$ cat config.mk
export PLATFORM = sky130hd
export DESIGN_NAME = mem_dump_scanner
export DESIGN_NICKNAME = d
export VERILOG_FILES = /design/src/rtl/mem_dump_scanner_pkg.sv /design/src/rtl/mem_dump_scanner.sv
export SDC_FILE = /design/constraint.sdc
export NUM_CORES = 1
export LEC_CHECK = 0
export ABC_AREA = 1
export CORE_MARGIN = 2
export CORE_UTILIZATION = 54
export DETAILED_ROUTE_END_ITERATION = 10
export GPL_TIMING_DRIVEN = 0
export PLACE_DENSITY = 0.91
export SETUP_SLACK_MARGIN = 0.3
export SKIP_LAST_GASP = 1
export SLEW_MARGIN = 10
export SYNTH_ARGS = -nofsm -noshare
export SYNTH_HDL_FRONTEND = slang
export SYNTH_SLANG_ARGS = --single-unit
$ cat constraint.sdc
create_clock -name clock_i -period 2.93 [get_ports clock_i]
set_input_delay 0.586 -clock clock_i [delete_from_list [all_inputs] [get_ports clock_i]]
set_output_delay 0.586 -clock clock_i [all_outputs]
set_load 0.005 [all_outputs]
$ cat src/rtl/mem_dump_scanner_pkg.sv
// Shared constants and FSM state type for the dirty-word memory dump scanner.
// Memory geometry must match the dirty-bit tracker feeding the scanner.
package mem_dump_scanner_pkg;

    localparam int N_ELEMENTS = 128;
    localparam int DATA_WIDTH = 32;
    localparam logic [7:0] TERMINATOR = 8'hFF;
    localparam int BYTES_PER_FRAME = DATA_WIDTH / 8 + 1;

    typedef enum logic [3:0] {
        IDLE,
        CHECK,
        FETCH,
        SEND,
        WAIT_TX,
        NEXT,
        TERM,
        TERM_WAIT,
        DONE
    } state_t;

endpackage

$ cat src/rtl/mem_dump_scanner.sv
// Walks all data-memory addresses and streams {address, word MSB-first} for each
// dirty word over the UART, then a terminator byte.
module mem_dump_scanner
    import mem_dump_scanner_pkg::*;
#(
    parameter int         N_ELEMENTS = mem_dump_scanner_pkg::N_ELEMENTS,
    parameter int         ADDR_WIDTH = $clog2(N_ELEMENTS),
    parameter int         DATA_WIDTH = mem_dump_scanner_pkg::DATA_WIDTH,
    parameter logic [7:0] TERMINATOR = mem_dump_scanner_pkg::TERMINATOR
) (
    input  logic                  clock_i,
    input  logic                  reset_i,
    input  logic                  start_i,
    output logic [ADDR_WIDTH-1:0] addr_o,
    input  logic                  bit_sucio_i,
    input  logic [DATA_WIDTH-1:0] mem_data_i,
    output logic [7:0]            tx_data_o,
    output logic                  tx_start_o,
    input  logic                  tx_done_i,
    output logic                  busy_o,
    output logic                  done_o
);

    localparam int FRAME_BYTES = DATA_WIDTH / 8 + 1;
    localparam int IDX_W       = $clog2(FRAME_BYTES);

    state_t                state_reg, state_next;
    logic [ADDR_WIDTH-1:0] addr_reg, addr_next;
    logic [IDX_W-1:0]      byte_idx_reg, byte_idx_next;
    logic [DATA_WIDTH-1:0] word_reg, word_next;
    logic [7:0]            tx_data_reg, tx_data_next;
    logic                  tx_start_reg, tx_start_next;
    logic                  busy_reg, busy_next;
    logic                  done_reg, done_next;
    logic [7:0]            frame_byte;

    always_ff @(posedge clock_i or posedge reset_i) begin
        if (reset_i) begin
            state_reg    <= IDLE;
            addr_reg     <= '0;
            byte_idx_reg <= '0;
            word_reg     <= '0;
            tx_data_reg  <= '0;
            tx_start_reg <= 1'b0;
            busy_reg     <= 1'b0;
            done_reg     <= 1'b0;
        end else begin
            state_reg    <= state_next;
            addr_reg     <= addr_next;
            byte_idx_reg <= byte_idx_next;
            word_reg     <= word_next;
            tx_data_reg  <= tx_data_next;
            tx_start_reg <= tx_start_next;
            busy_reg     <= busy_next;
            done_reg     <= done_next;
        end
    end

    always_comb begin
        state_next    = state_reg;
        addr_next     = addr_reg;
        byte_idx_next = byte_idx_reg;
        word_next     = word_reg;
        tx_data_next  = tx_data_reg;
        frame_byte    = '0;

        case (state_reg)
            IDLE: begin
                if (start_i) begin
                    state_next = CHECK;
                    addr_next  = '0;
                end
            end
            CHECK:   state_next = bit_sucio_i ? FETCH : NEXT;
            FETCH: begin
                word_next     = mem_data_i;
                byte_idx_next = '0;
                state_next    = SEND;
            end
            SEND:    state_next = WAIT_TX;
            WAIT_TX: begin
                if (tx_done_i) begin
                    if (byte_idx_reg == IDX_W'(FRAME_BYTES - 1)) begin
                        state_next = NEXT;
                    end else begin
                        byte_idx_next = byte_idx_reg + 1'b1;
                        state_next    = SEND;
                    end
                end
            end
            NEXT: begin
                if (addr_reg == ADDR_WIDTH'(N_ELEMENTS - 1)) begin
                    state_next = TERM;
                end else begin
                    addr_next  = addr_reg + 1'b1;
                    state_next = CHECK;
                end
            end
            TERM:      state_next = TERM_WAIT;
            TERM_WAIT: if (tx_done_i) state_next = DONE;
            DONE: begin
                addr_next  = '0;
                state_next = IDLE;
            end
            default:   state_next = IDLE;
        endcase

        // Byte 0 of a frame is the address; the rest is the word, MSB first.
        case (byte_idx_next)
            IDX_W'(0): frame_byte[ADDR_WIDTH-1:0] = addr_reg;
            default:   frame_byte = word_next[DATA_WIDTH - 8 * int'(byte_idx_next) +: 8];
        endcase

        // Output registers load on entry so data and strobe share the SEND/TERM cycle.
        if (state_next == SEND) begin
            tx_data_next = frame_byte;
        end else if (state_next == TERM) begin
            tx_data_next = TERMINATOR;
        end

        tx_start_next = (state_next == SEND) || (state_next == TERM);
        done_next     = (state_next == DONE);
        busy_next     = (state_next != IDLE);
    end

    assign addr_o     = addr_reg;
    assign tx_data_o  = tx_data_reg;
    assign tx_start_o = tx_start_reg;
    assign busy_o     = busy_reg;
    assign done_o     = done_reg;

endmodule
Yosys cells after proc, flatten, opt, wreduce, memory -nomap -nowiden
Index checks and enable logic that the tools add are counted.
Widths: inputs -> output; s select.
- $add $sub $neg: 3
- eq/ne operators: 15
- shift operators: 1
- muxes and demuxes: 18
- reductions and logical operators: 7
- operator list (operator ; number):
    $mux 32 ; 1
    $pmux 4 s8 ; 1
    $shiftx 32x7->8 ; 1
    $mux 7 ; 3
    $pmux 7 s3 ; 1
    $eq 4x3->1 const B ; 5
    $mux 8 ; 2
    $mux 3 ; 5
    $eq 4x2->1 const B ; 3
    $mux 4 ; 3
    $eq 4x4->1 const B ; 2
    $add 7x1->7 const B ; 1
    $eq 7x7->1 const B ; 1
    $sub 6x6->7 const A ; 1
    $pmux 3 s2 ; 1
    $eq 4x1->1 const B ; 1
    $logic_not 4->1 ; 1
    $ne 2x2->1 const B ; 2
    $reduce_bool 4->1 ; 1
    $add 3x1->3 const B ; 1
    $eq 3x3->1 const B ; 1
    $logic_not 3->1 ; 1
    $reduce_and 3->1 ; 1
    $reduce_bool 3->1 ; 1
    3 further kinds ; 3
- flip-flop bits (word level): 57
- input port bits: 37
- word-level logic and storage cells: 52

Depth between registers and ports, before layout
Gate-level depths: netlist of run 1.
- depth after elaboration: 8
- mapped depth: 19
- depth with buffers taken out: 17

Worst setup path before layout of run 1
OpenSTA, ideal clock, no wires.
- kind: register to register
- from: register byte_idx_reg[0]
- to: register tx_data_reg[1], in the netlist tx_data_o[1]
- arrival: 2.272 ns
- data required time: 2.817 ns
- slack: 0.545 ns
- cell stages (with the launch flop): 19
- path buffers: 2
- cell sequence: dfrtp_1 inv_1 ha_1 nand2_1 nand2_1 inv_1 nand2_2 nand2_4 nand2_4 buf_6 ha_1 clkbuf_1 inv_1 nand3_1 nand2_1 nand2_1 nand2_1 nand2_1 inv_1
- longest elaborated chain between the ends: 8
- elaborated cells between the ends (all ways): 16
- those cells by class: add/sub (2); eq/ne (3); shift (1); mux (8); reduce/logical (2)
- RTL lines (element ; RTL line ; text):
    from (decl) ; mem_dump_scanner.sv:29 ; logic [IDX_W-1:0] byte_idx_reg, byte_idx_next;
    from (signal assigned) ; mem_dump_scanner.sv:50 ; byte_idx_reg <= byte_idx_next;
    $add 3x1->3 / $eq 3x3->1 (equally long branches) ; mem_dump_scanner.sv:86, mem_dump_scanner.sv:83 ;
    $mux 3 ; mem_dump_scanner.sv:83 ; if (byte_idx_reg == IDX_W'(FRAME_BYTES - 1)) begin
    $mux 3 ; mem_dump_scanner.sv:82 ; if (tx_done_i) begin
    $pmux 3 s2 ; mem_dump_scanner.sv:67 ; case (state_reg)
    $sub 6x6->7 ; mem_dump_scanner.sv:111 ; default: frame_byte = word_next[DATA_WIDTH - 8 * int'(byte_idx_next) +: 8];
    $shiftx 32x7->8 ; mem_dump_scanner.sv:111 ;
    $mux 7 ; mem_dump_scanner.sv:109 ; case (byte_idx_next)
    $mux 8 ; mem_dump_scanner.sv:115 ; if (state_next == SEND) begin
    to (signal assigned) ; mem_dump_scanner.sv:52 ; tx_data_reg <= tx_data_next;
    to (decl) ; mem_dump_scanner.sv:31 ; logic [7:0] tx_data_reg, tx_data_next;
Several ways; a longest one is shown, not always the timed one.
A chain may end at the register's enable or synchronous reset.

Final worst setup path of run 1
- from: register byte_idx_reg[0]
- to: register tx_data_reg[6], in the netlist tx_data_o[6]
Same word-level chain as after synthesis.

==> results of run 1 <==
-- power by group --
group          switching, mW  internal [mW]  leakage, nW  total (mW)
registers              0.161           1.13        0.666        1.29
clock network          0.306          0.432        0.102       0.737
logic                   1.72           1.01         1.59        2.73
total                   2.19           2.57         2.35        4.76
-- per-layer routing --
layer,vias up,wire (um),share of wire (%)
met1,1492,3504,42
met2,151,4149,49
li1,1554,-,-
met3,29,554,6.6
met4,0,215,2.6
met5,-,0,0
-- metrics by stage --
| stage | utilization (%) | hold WS [ps] | setup TNS [ps] | setup slack (ps) | cell area (um2) |
|---|---|---|---|---|---|
| CTS | 70.80 | 555.4 | 0 | 302.3 | 4217 |
| floorplan | - | 503.5 | 0 | 544.9 | 3364 |
| detailed placement | 67.48 | 527.2 | -2223 | -309.8 | 4019 |
| global route | 72.00 | 594.2 | 0 | 283.9 | 4288 |
| global placement | 67.14 | 520.4 | -2296 | -260.9 | 3999 |
| finish | 72.00 | 555.3 | 0 | 461.3 | 4288 |
-- layout by cell type (no fill, tap or decap), types with 2 or more instances in the layout --
cell	synthesis	layout
buf_4	0	8
clkbuf_8	0	11
nand3_4	2	2
nor2_2	4	4
inv_2	6	8
buf_6	2	2
clkdlybuf4s50_1	0	53
a21oi_1	3	3
nand2_2	7	7
o21ai_1	17	17
nor2_1	14	14
inv_1	107	104
nand2_1	132	132
nand3_1	56	56
ha_1	5	4
xor2_1	2	2
dfrtp_2	0	3
nor3_1	9	9
o21ai_0	5	5
buf_2	9	9
nand3b_1	17	17
dfrtp_1	57	54
nand2_4	4	3
clkinv_2	0	2
-- what timing repair did --
| action | in CTS | in global routing |
|---|---|---|
| setup endpoints to repair | 8 | 8 |
| gates resized for setup | 4 | 10 |
| buffers inserted | 0 | 7 |
| pin swaps | 0 | 3 |
-- cells by family after synthesis --
kind of cell / count (synthesis)
xor+xnor: 2
simple gates: 248
buf+inv: 126
compound gates: 30
fa+ha+maj: 5
flops: 57
-- layout make-up --
cell class / instances / area (um2)
fill: 463 / 1668
multi-input combinational: 285 / 1450
clock buffer: 12 / 155.1
buffer: 13 / 80.08
timing repair buffer: 62 / 611.8
sequential: 57 / 1430
clock inverter: 3 / 40.04
tap: 75 / 93.84
inverter: 113 / 426.7
-- final timing paths --
check / slack, ps / to / startpoint / cells past startpoint
max in group asynchronous: 1710 / state_reg[1] / reset_i / 3
min in group asynchronous: 630 / tx_data_o[6] / reset_i / 2
worst max register to register: 460 / tx_data_o[6] / byte_idx_reg[0] / 19
worst max-delay path: 460 / tx_data_o[6] / byte_idx_reg[0] / 19
worst min-delay path: 560 / word_reg[29] / word_reg[29] / 4
worst min register to register: 560 / word_reg[29] / word_reg[29] / 4
-- tightest hold or removal path: cells and delay by family (launching register included) --
family / cells / cell delay [ps]
buffers and inverters: 2 / 80
and+or+nand+nor: 2 / 120
DFF: 1 / 320
==> metrics, run 1 <==
worst-path cell with the longest stage delay=dfrtp_2; Worst setup SP type=flop; Worst setup EP type=flop; Pins Over Slew Limit=0; complex-gate fraction of the synthesized area=5.095%; share of post-route cells with drive strength above 1=12.66%; placeable core region=5956 um2; Adder-Cell Fraction of Synth Area=1.859%; minimum clock period=2469 ps; slowest stage delay, CP=380 ps; met1 global-route usage=29.66%; Netlist cell types=28; pin slew with the least headroom to its limit=587.0 ps; leading post-synthesis cells by instance count=nand2_1 (132), inv_1 (107), dfrtp_1 (57), nand3_1 (56); critical path data arrival time=2750 ps; pwr/cell area=1109 nW/um2; Post-DP HPWL=5.817 mm; flip-flop count of the largest register, all copies and words added=32; run status=complete, no violations; post-route insts no fill=620; number of port buffers=54; Finish-stage setup viols=0; First DRT Iteration DRCs=350; worst-path maximum fanout=10; post-synthesis share of cell area spent on xor and xnor gates=0.5206%; number of search-and-repair iterations in the first detailed-routing pass=8; CTS Root Cell=clkbuf_8; Top Ports=55; H-tree depth reported by CTS=3; die height=82.94 um; clock network latency to the later pin of the worst-skew pair=340 ps; maximum number of pins on one net before global-route repair=32; worst voltage drop across the vdd grid=0.7108 mV; count of nets left with antenna violations after detail routing=0; Placement Rows=28; count of nets after finishing=583; Crit path top cell by count=nand2_1; remaining design rule violation count=0; clock slew seen by the registers of the worst setup and hold paths=70 ps; YS warnings=0; via density per instance=5.203; achievable clock frequency=0.4051 GHz; fraction of synthesized area in multiplexers=0%; routed wire length=8.423 mm; number of violations of the max-capacitance limit=0; most frequent cell after synthesis=nand2_1; routed vias=3226; placed cells=598; CP delay by family, top=simple AND/OR/NAND/NOR gates; Crit Path Class=flop to flop; critical path required time=3210 ps; number of hold violations in the final report=0; Power Total=4.757 mW; Net Count, Synth=510; fraction of met3 tracks used by global routing=5.268%; wire length of the first global-routing pass=13.53 mm; vias in the first global route=3053; met2 Usage GRT=41.42%; Die W=82.94 um; Die ar.=6878 um2; leftover overflow at the end of global routing=0; synthesized-area fraction occupied by and/or/nand/nor cells=35.29%; critical path, cell by cell=inv_1 -> ha_1 -> nand2_1 -> nand2_1 -> inv_2 -> nand2_2 -> nand2_4 -> nand2_8 -> buf_6 -> ha_2 -> ha_1 -> buf_4 -> inv_1 -> nand2_1 -> a21oi_4 -> nand2_1 -> nand2_1 -> nand2_1 -> inv_1; relative slew slack=60.81%; cell count after synthesis=468; number of sinks handled by clock tree synthesis=57; Area Overhead vs Synth=27.45%; top cell type by total area after synthesis=dfrtp_1; number of buffers inserted by hold repair at cts=0; worst-case clock skew=8.329 ps; Leakage=2.354 nW; final worst path period share=84.25%; Synth Cell Area=3364 um2; count of buffering cells on the critical path with inverters included=6; syn avg cell area=7.189 um2; initial core utilization=56.49%; predominant post-synthesis flop cell=dfrtp_1; share of flip-flops with an asynchronous set or reset=100.0%; buffers from clock root to sink, at most=2; count of antenna diodes in the layout=0; share of Yosys cell area claimed by the top area cell type=42.39%; average wire per standard cell=13.59 um; GRT Util Overall=24.18%; Hold Crit Class=flop to flop; most used routing layer=met2; antenna violations before repair=0; synth top area cells=dfrtp_1 (42%), nand2_1 (15%), inv_1 (12%), nand3_1 (8.3%), nand3b_1 (3.8%); combinational family with the most area after synthesis=simple AND/OR/NAND/NOR gates; number of flops mapped to enable cells by yosys=0; clock tree from TritonCTS=yes; RSZ-0062 raised after global routing=false; routability cong.=0.8692; share of the yosys chip area belonging to registers=42.39%; cts bufs inserted=9; flop and latch count out of synthesis=57
Note: power is estimated with default switching activity, not from simulation.
==> run 2: changes to the inputs <==
CORE_UTILIZATION = 49   (was 54)
PLACE_DENSITY = 0.87   (was 0.91)
clock period = 2.1 ns   (was 2.93 ns; I/O delays follow)
==> run 2 against run 1 <==
The run now ends with setup timing left; maximum frequency grew 10%; cell count rose by 2.3%; clock power is 25% higher; largest power group unchanged; first-iteration DRC count shrank 37%; register-to-register slack worse by 600 ps.
==> metrics, run 2 (same netlist as run 1, synthesis figures left out) <==
run status=complete, but fails checks; violations in the final reports=setup timing; number of violations of the max-capacitance limit=0 (unchanged); setup TNS=-743.7 ps (-743.7 ps); H-tree depth reported by CTS=3 (unchanged); final worst path period share=106.5% (+22 points); initial core utilization=50.07% (-6.4 points); antenna violations before repair=0 (unchanged); switching power of the nets=3.148 mW (+44%); Crit Path Class=flop to flop; critical path, cell by cell=buf_12 -> nor2_8 -> nand2_4 -> nand2_2 -> nand2_4 -> nand2_8 -> buf_8 -> ha_4 -> clkbuf_4 -> inv_2 -> nand3_1 -> nand2_1 -> nand2_1 -> nand2_1 -> nand2_1 -> inv_1; Die ar.=7546 um2 (+9.7%); Worst setup EP type=flop; clock network latency to the later pin of the worst-skew pair=350 ps (about the same); worst-path cell with the longest stage delay=dfrtp_2; flip-flop count of the largest register, all copies and words added=32 (unchanged); Die W=86.87 um (+4.7%); die height=86.87 um (+4.7%); via density per instance=5.039 (-3.1%); average wire per standard cell=13.20 um (-2.8%); Hold Crit Class=input pin to async pin; relative slew slack=63.22% (+2.4 points); Internal Power=3.710 mW (+44%); clock slew seen by the registers of the worst setup and hold paths=70 ps (about the same); setup slack after layout=-136.2 ps (-597.5 ps); maximum number of pins on one net before global-route repair=58 (+81%); minimum clock period=2236 ps (-232.5 ps); post-route cell area=4438 um2 (+3.5%); buffers from clock root to sink, at most=2 (unchanged); pin slew with the least headroom to its limit=550.6 ps (-36.40 ps); First DRT Iteration DRCs=222 (-37%); count of nets left with antenna violations after detail routing=0 (unchanged); post-route insts no fill=634 (+2.3%); Area Overhead vs Synth=31.91%; Leakage=2.393 nW (+1.6%); share of post-route cells with drive strength above 1=17.15% (+4.5 points); Power Total=6.857 mW (+44%); leading cell types in the layout, fill and taps excluded=nand2_1 (127), inv_1 (101), nand3_1 (56), clkdlybuf4s50_1 (53), dfrtp_1 (51); worst-case clock skew=6.085 ps (-2.244 ps); routed wire length=8.370 mm (-0.63%); Setup WS pre-CTS=-655.6 ps (-345.8 ps); placeable core region=6719 um2 (+13%); GRT Util Overall=23.01% (-1.2 points); Top Ports=55 (unchanged); worst hold margin=464.5 ps (-90.74 ps); routed vias=3195 (-0.96%); number of port buffers=54 (unchanged); achievable clock frequency=0.4472 GHz (+10%); Pins Over Slew Limit=0 (unchanged); Post-DP HPWL=5.674 mm (-2.5%); clock network fraction of total power=13.5% (-2.0 points); Placement Rows=30 (+7.1%); remaining design rule violation count=0 (unchanged); count of antenna diodes in the layout=0 (unchanged); Crit path top cell by count=nand2_1; number of search-and-repair iterations in the first detailed-routing pass=6 (-2); cts bufs inserted=9 (unchanged); vias in the first global route=3077 (+0.79%); switching part of the total=45.90% (-0.12 points); combinational fraction of design power=60.4% (+3.0 points); pwr/cell area=1545 nW/um2 (+39%); area after detailed placement=4050 um2 (+0.78%); number of sinks handled by clock tree synthesis=57 (unchanged); routability cong.=0.8229 (-5.3%); slowest stage delay, CP=450 ps (+70 ps); worst voltage drop across the vdd grid=0.7714 mV (+8.5%); placed cells=602 (+0.67%); leftover overflow at the end of global routing=0 (unchanged); clock tree from TritonCTS=yes; count of nets after finishing=591 (+1.4%); most common cell after layout, fill and taps aside=nand2_1; Reg power frac=26.1% (-1.0 points); cells on worst reg2reg path=16 (-3); CTS Root Cell=clkbuf_8; Worst setup SP type=flop; Finish-stage setup viols=8 (+8); utilization of the core after routing=66.05% (-5.9 points); wire length of the first global-routing pass=13.50 mm (-0.20%); worst-path maximum fanout=9 (-1); RSZ-0062 raised after global routing=true; critical path required time=2390 ps (-820 ps); critical path data arrival time=2520 ps (-230 ps); number of hold violations in the final report=0 (unchanged)
## run 2: power groups by stage
stage | sequential (mW) | combinational [mW] | clock [mW]
after floorplan | 1.77 | 2.70 | 0
after global placement | 1.79 | 3.51 | 0
after detailed placement | 1.81 | 3.64 | 0
after CTS | 1.78 | 3.97 | 0.925
after global routing | 1.83 | 4.60 | 0.977
final | 1.79 | 4.14 | 0.924
## run 2: worst paths after layout
path | startpoint | to | slack, ps
min in group clock_i | word_reg[30] | word_reg[30] | 560
setup / recovery | state_reg[0] | tx_data_o[1] | -140
hold / removal | reset_i | word_reg[22] | 460
setup reg to reg | state_reg[0] | tx_data_o[1] | -140
max in group asynchronous | reset_i | addr_o[3] | 1080
hold reg to reg | word_reg[30] | word_reg[30] | 560
## run 2: what timing repair did
action	4_1_cts	5_1_grt
hold endpoints to repair	0	0
gates resized for setup	16	11
setup buffers	13	2
pin swaps	10	10
hold buffers	0	0
gates cloned	0	0
endpoints found under the setup margin	12	14
## run 2: metal layers
| metal | up-vias | wire length [um] | track usage [%] |
|---|---|---|---|
| met4 | 0 | 204 | 9.801 |
| met2 | 117 | 4171 | 40.04 |
| met3 | 24 | 496 | 4.265 |
| li1 | 1579 | - | - |
| met5 | - | 0 | 0 |
| met1 | 1475 | 3497 | 27.79 |
## run 2: cell type report
type	count	area [um2]
buffer	13	96.34
clock buffer	13	158.9
tap	80	100.1
timing repair buffer	70	684.4
fill	553	2281
multi-input combinational	285	1519
inverter	113	430.4
sequential	57	1434
clock inverter	3	15.01
## run 2: critical path, delay by kind of cell (launching register included)
family / cells / cell delay [ps]
fa+ha+maj: 1 / 190
buf+inv: 5 / 600
flops: 1 / 450
simple gates: 10 / 960
==> run 3: changes to the inputs <==
CELL_PAD_IN_SITES_DETAIL_PLACEMENT = 0   (was default)
CELL_PAD_IN_SITES_GLOBAL_PLACEMENT = 1   (was default)
CORE_UTILIZATION = 35   (was 49)
==> run 3 against run 2 <==
The run still ends with setup timing left; via count down 1.9%; clock power up 29%; setup slack better by 44 ps; die area up 38%; clock-buffer cell count down 2; non-clock buffer count up 1; maximum frequency up 2.0%.
==> metrics, run 3 (same netlist as run 1, synthesis figures left out) <==
run status=complete, but fails checks; violations in the final reports=setup timing; most common cell after layout, fill and taps aside=nand2_1; clock tree from TritonCTS=yes; count of antenna diodes in the layout=0 (unchanged); count of nets left with antenna violations after detail routing=0 (unchanged); RSZ-0062 raised after global routing=true; clock slew seen by the registers of the worst setup and hold paths=70 ps (about the same); via density per instance=4.574 (-9.2%); maximum number of pins on one net before global-route repair=58 (unchanged); number of search-and-repair iterations in the first detailed-routing pass=5 (-1); worst hold margin=483.5 ps (+19.01 ps); leading cell types in the layout, fill and taps excluded=nand2_1 (120), inv_1 (101), nand3_1 (55), clkdlybuf4s50_1 (53), dfrtp_1 (52); minimum clock period=2192 ps (-43.70 ps); vias in the first global route=2979 (-3.2%); Post-DP HPWL=5.918 mm (+4.3%); Top Ports=55 (unchanged); Die W=102.0 um (+17%); GRT Util Overall=17.79% (-5.2 points); Area Overhead vs Synth=36.85%; worst voltage drop across the vdd grid=0.6163 mV (-20%); number of hold violations in the final report=0 (unchanged); wire length of the first global-routing pass=14.34 mm (+6.2%); Worst setup EP type=flop; most used routing layer=met2; routed wire length=8.706 mm (+4.0%); pin slew with the least headroom to its limit=548.9 ps (-1.701 ps); worst-case clock skew=4.858 ps (-1.227 ps); Finish-stage setup viols=8 (unchanged); setup slack after layout=-92.48 ps (+43.70 ps); CTS Root Cell=clkbuf_8; met1 global-route usage=24.50% (-3.3 points); initial core utilization=36.24% (-14 points); Die ar.=10410 um2 (+38%); fraction of met3 tracks used by global routing=4.172% (-0.093 points); number of port buffers=54 (unchanged); die height=102.0 um (+17%); remaining design rule violation count=0 (unchanged); critical path required time=2370 ps (-20 ps); Hold Crit Class=input pin to async pin; Leakage=2.437 nW (+1.8%); met2 Usage GRT=28.74% (-11 points); number of sinks handled by clock tree synthesis=57 (unchanged); utilization of the core after routing=49.60% (-16 points); number of violations of the max-capacitance limit=0 (unchanged); Crit Path Class=flop to flop; worst reg-to-reg setup slack=-90 ps (+40 ps); final worst path period share=104.4% (-2.1 points); Pins Over Slew Limit=0 (unchanged); leftover overflow at the end of global routing=0 (unchanged); pwr/cell area=1589 nW/um2 (+2.9%); antenna violations before repair=0 (unchanged); Placement Rows=35 (+17%); clock network latency to the later pin of the worst-skew pair=330 ps (-20 ps); routed vias=3133 (-1.9%); average wire per standard cell=12.71 um (-3.7%); cts bufs inserted=9 (unchanged); H-tree depth reported by CTS=3 (unchanged); placeable core region=9284 um2 (+38%); number of buffers inserted by hold repair at cts=0 (unchanged); worst-path maximum fanout=8 (-1); relative slew slack=63.33% (+0.11 points); count of nets after finishing=593 (+0.34%); flip-flop count of the largest register, all copies and words added=32 (unchanged); achievable clock frequency=0.4561 GHz (+2.0%); routability cong.=0.8230 (about the same); buffers from clock root to sink, at most=2 (unchanged); critical path data arrival time=2460 ps (-60 ps); Worst setup SP type=flop; First DRT Iteration DRCs=196 (-12%); share of post-route cells with drive strength above 1=18.88% (+1.7 points)
## run 3: cell count changes in the layout (fill, tap and decap cells not counted), moves of 2 or more
cell	delta
nand2_1	-7
bufinv_16	+2
buf_4	+2
clkinvlp_4	+2
clkbuf_1	-2
inv_2	-3
nand2_4	+2
inv_4	+3
nand2_2	+5
## run 3: where the power goes
group | switching, mW | leakage [nW] | total, mW | internal [mW]
Combinational | 2.63 | 1.66 | 4.37 | 1.73
Sequential | 0.191 | 0.663 | 1.76 | 1.57
Clock | 0.459 | 0.115 | 1.19 | 0.729
## run 3: path summary, 6_finish.rpt
check	start	to	cells past startpoint
max in group asynchronous	reset_i	byte_idx_reg[0]	3
min in group clock_i	word_reg[9]	word_reg[9]	4
hold reg to reg	word_reg[9]	word_reg[9]	4
setup / recovery	byte_idx_reg[1]	tx_data_o[6]	19
hold / removal	reset_i	tx_data_o[0]	2
setup reg to reg	byte_idx_reg[1]	tx_data_o[6]	19
## run 3: what timing repair did
| item | in CTS | in global routing |
|---|---|---|
| setup endpoints to repair | 10 | 17 |
| buffers inserted | 13 | 3 |
| gates resized for setup | 20 | 20 |
| pin swaps | 9 | 13 |
| cloned | 0 | 1 |
## run 3: layout make-up
type	count	area, um2
timing repair buffer	71	679.4
inverter	113	437.9
timing repair inverter	1	7.507
buffer	13	102.6
fill	930	4679
sequential	57	1433
tap	129	161.4
clock inverter	5	77.57
multi-input combinational	285	1554
clock buffer	11	151.4
## run 3: through the flow
stage               power, mW  area (um2)  std cells  TNS [ps]  setup slack, ps
CTS                     7.045        4498        680    -470.7           -89.30
global placement        5.464        4111        651     -5891           -770.3
global route            8.004        4604        685     -2116           -283.9
detailed placement      5.531        4111        651     -6060           -787.8
finish                  7.318        4604        685    -608.9           -92.48
floorplan               4.468        3410        468    -816.5           -103.2
## run 3: layer usage
| layer | wire length (um) | vias up |
|---|---|---|
| met5 | 0 | - |
| met4 | 131 | 0 |
| met3 | 476 | 13 |
| met2 | 4110 | 89 |
| met1 | 3987 | 1451 |
| li1 | - | 1580 |
## run 3: worst max-delay path: stages (launching register included)
cell and delay, ps:
dfrtp_1 370, inv_2 60, ha_4 160, nand2_2 60
nand2_2 70, inv_4 100, nand2_4 50, nand2_4 90
nand2_8 50, buf_8 120, ha_4 150, ha_4 150
buf_8 130, inv_4 50, nand2_4 40, a21oi_4 210
nand2_1 100, nand2_1 70, nand2_1 50, inv_1 50
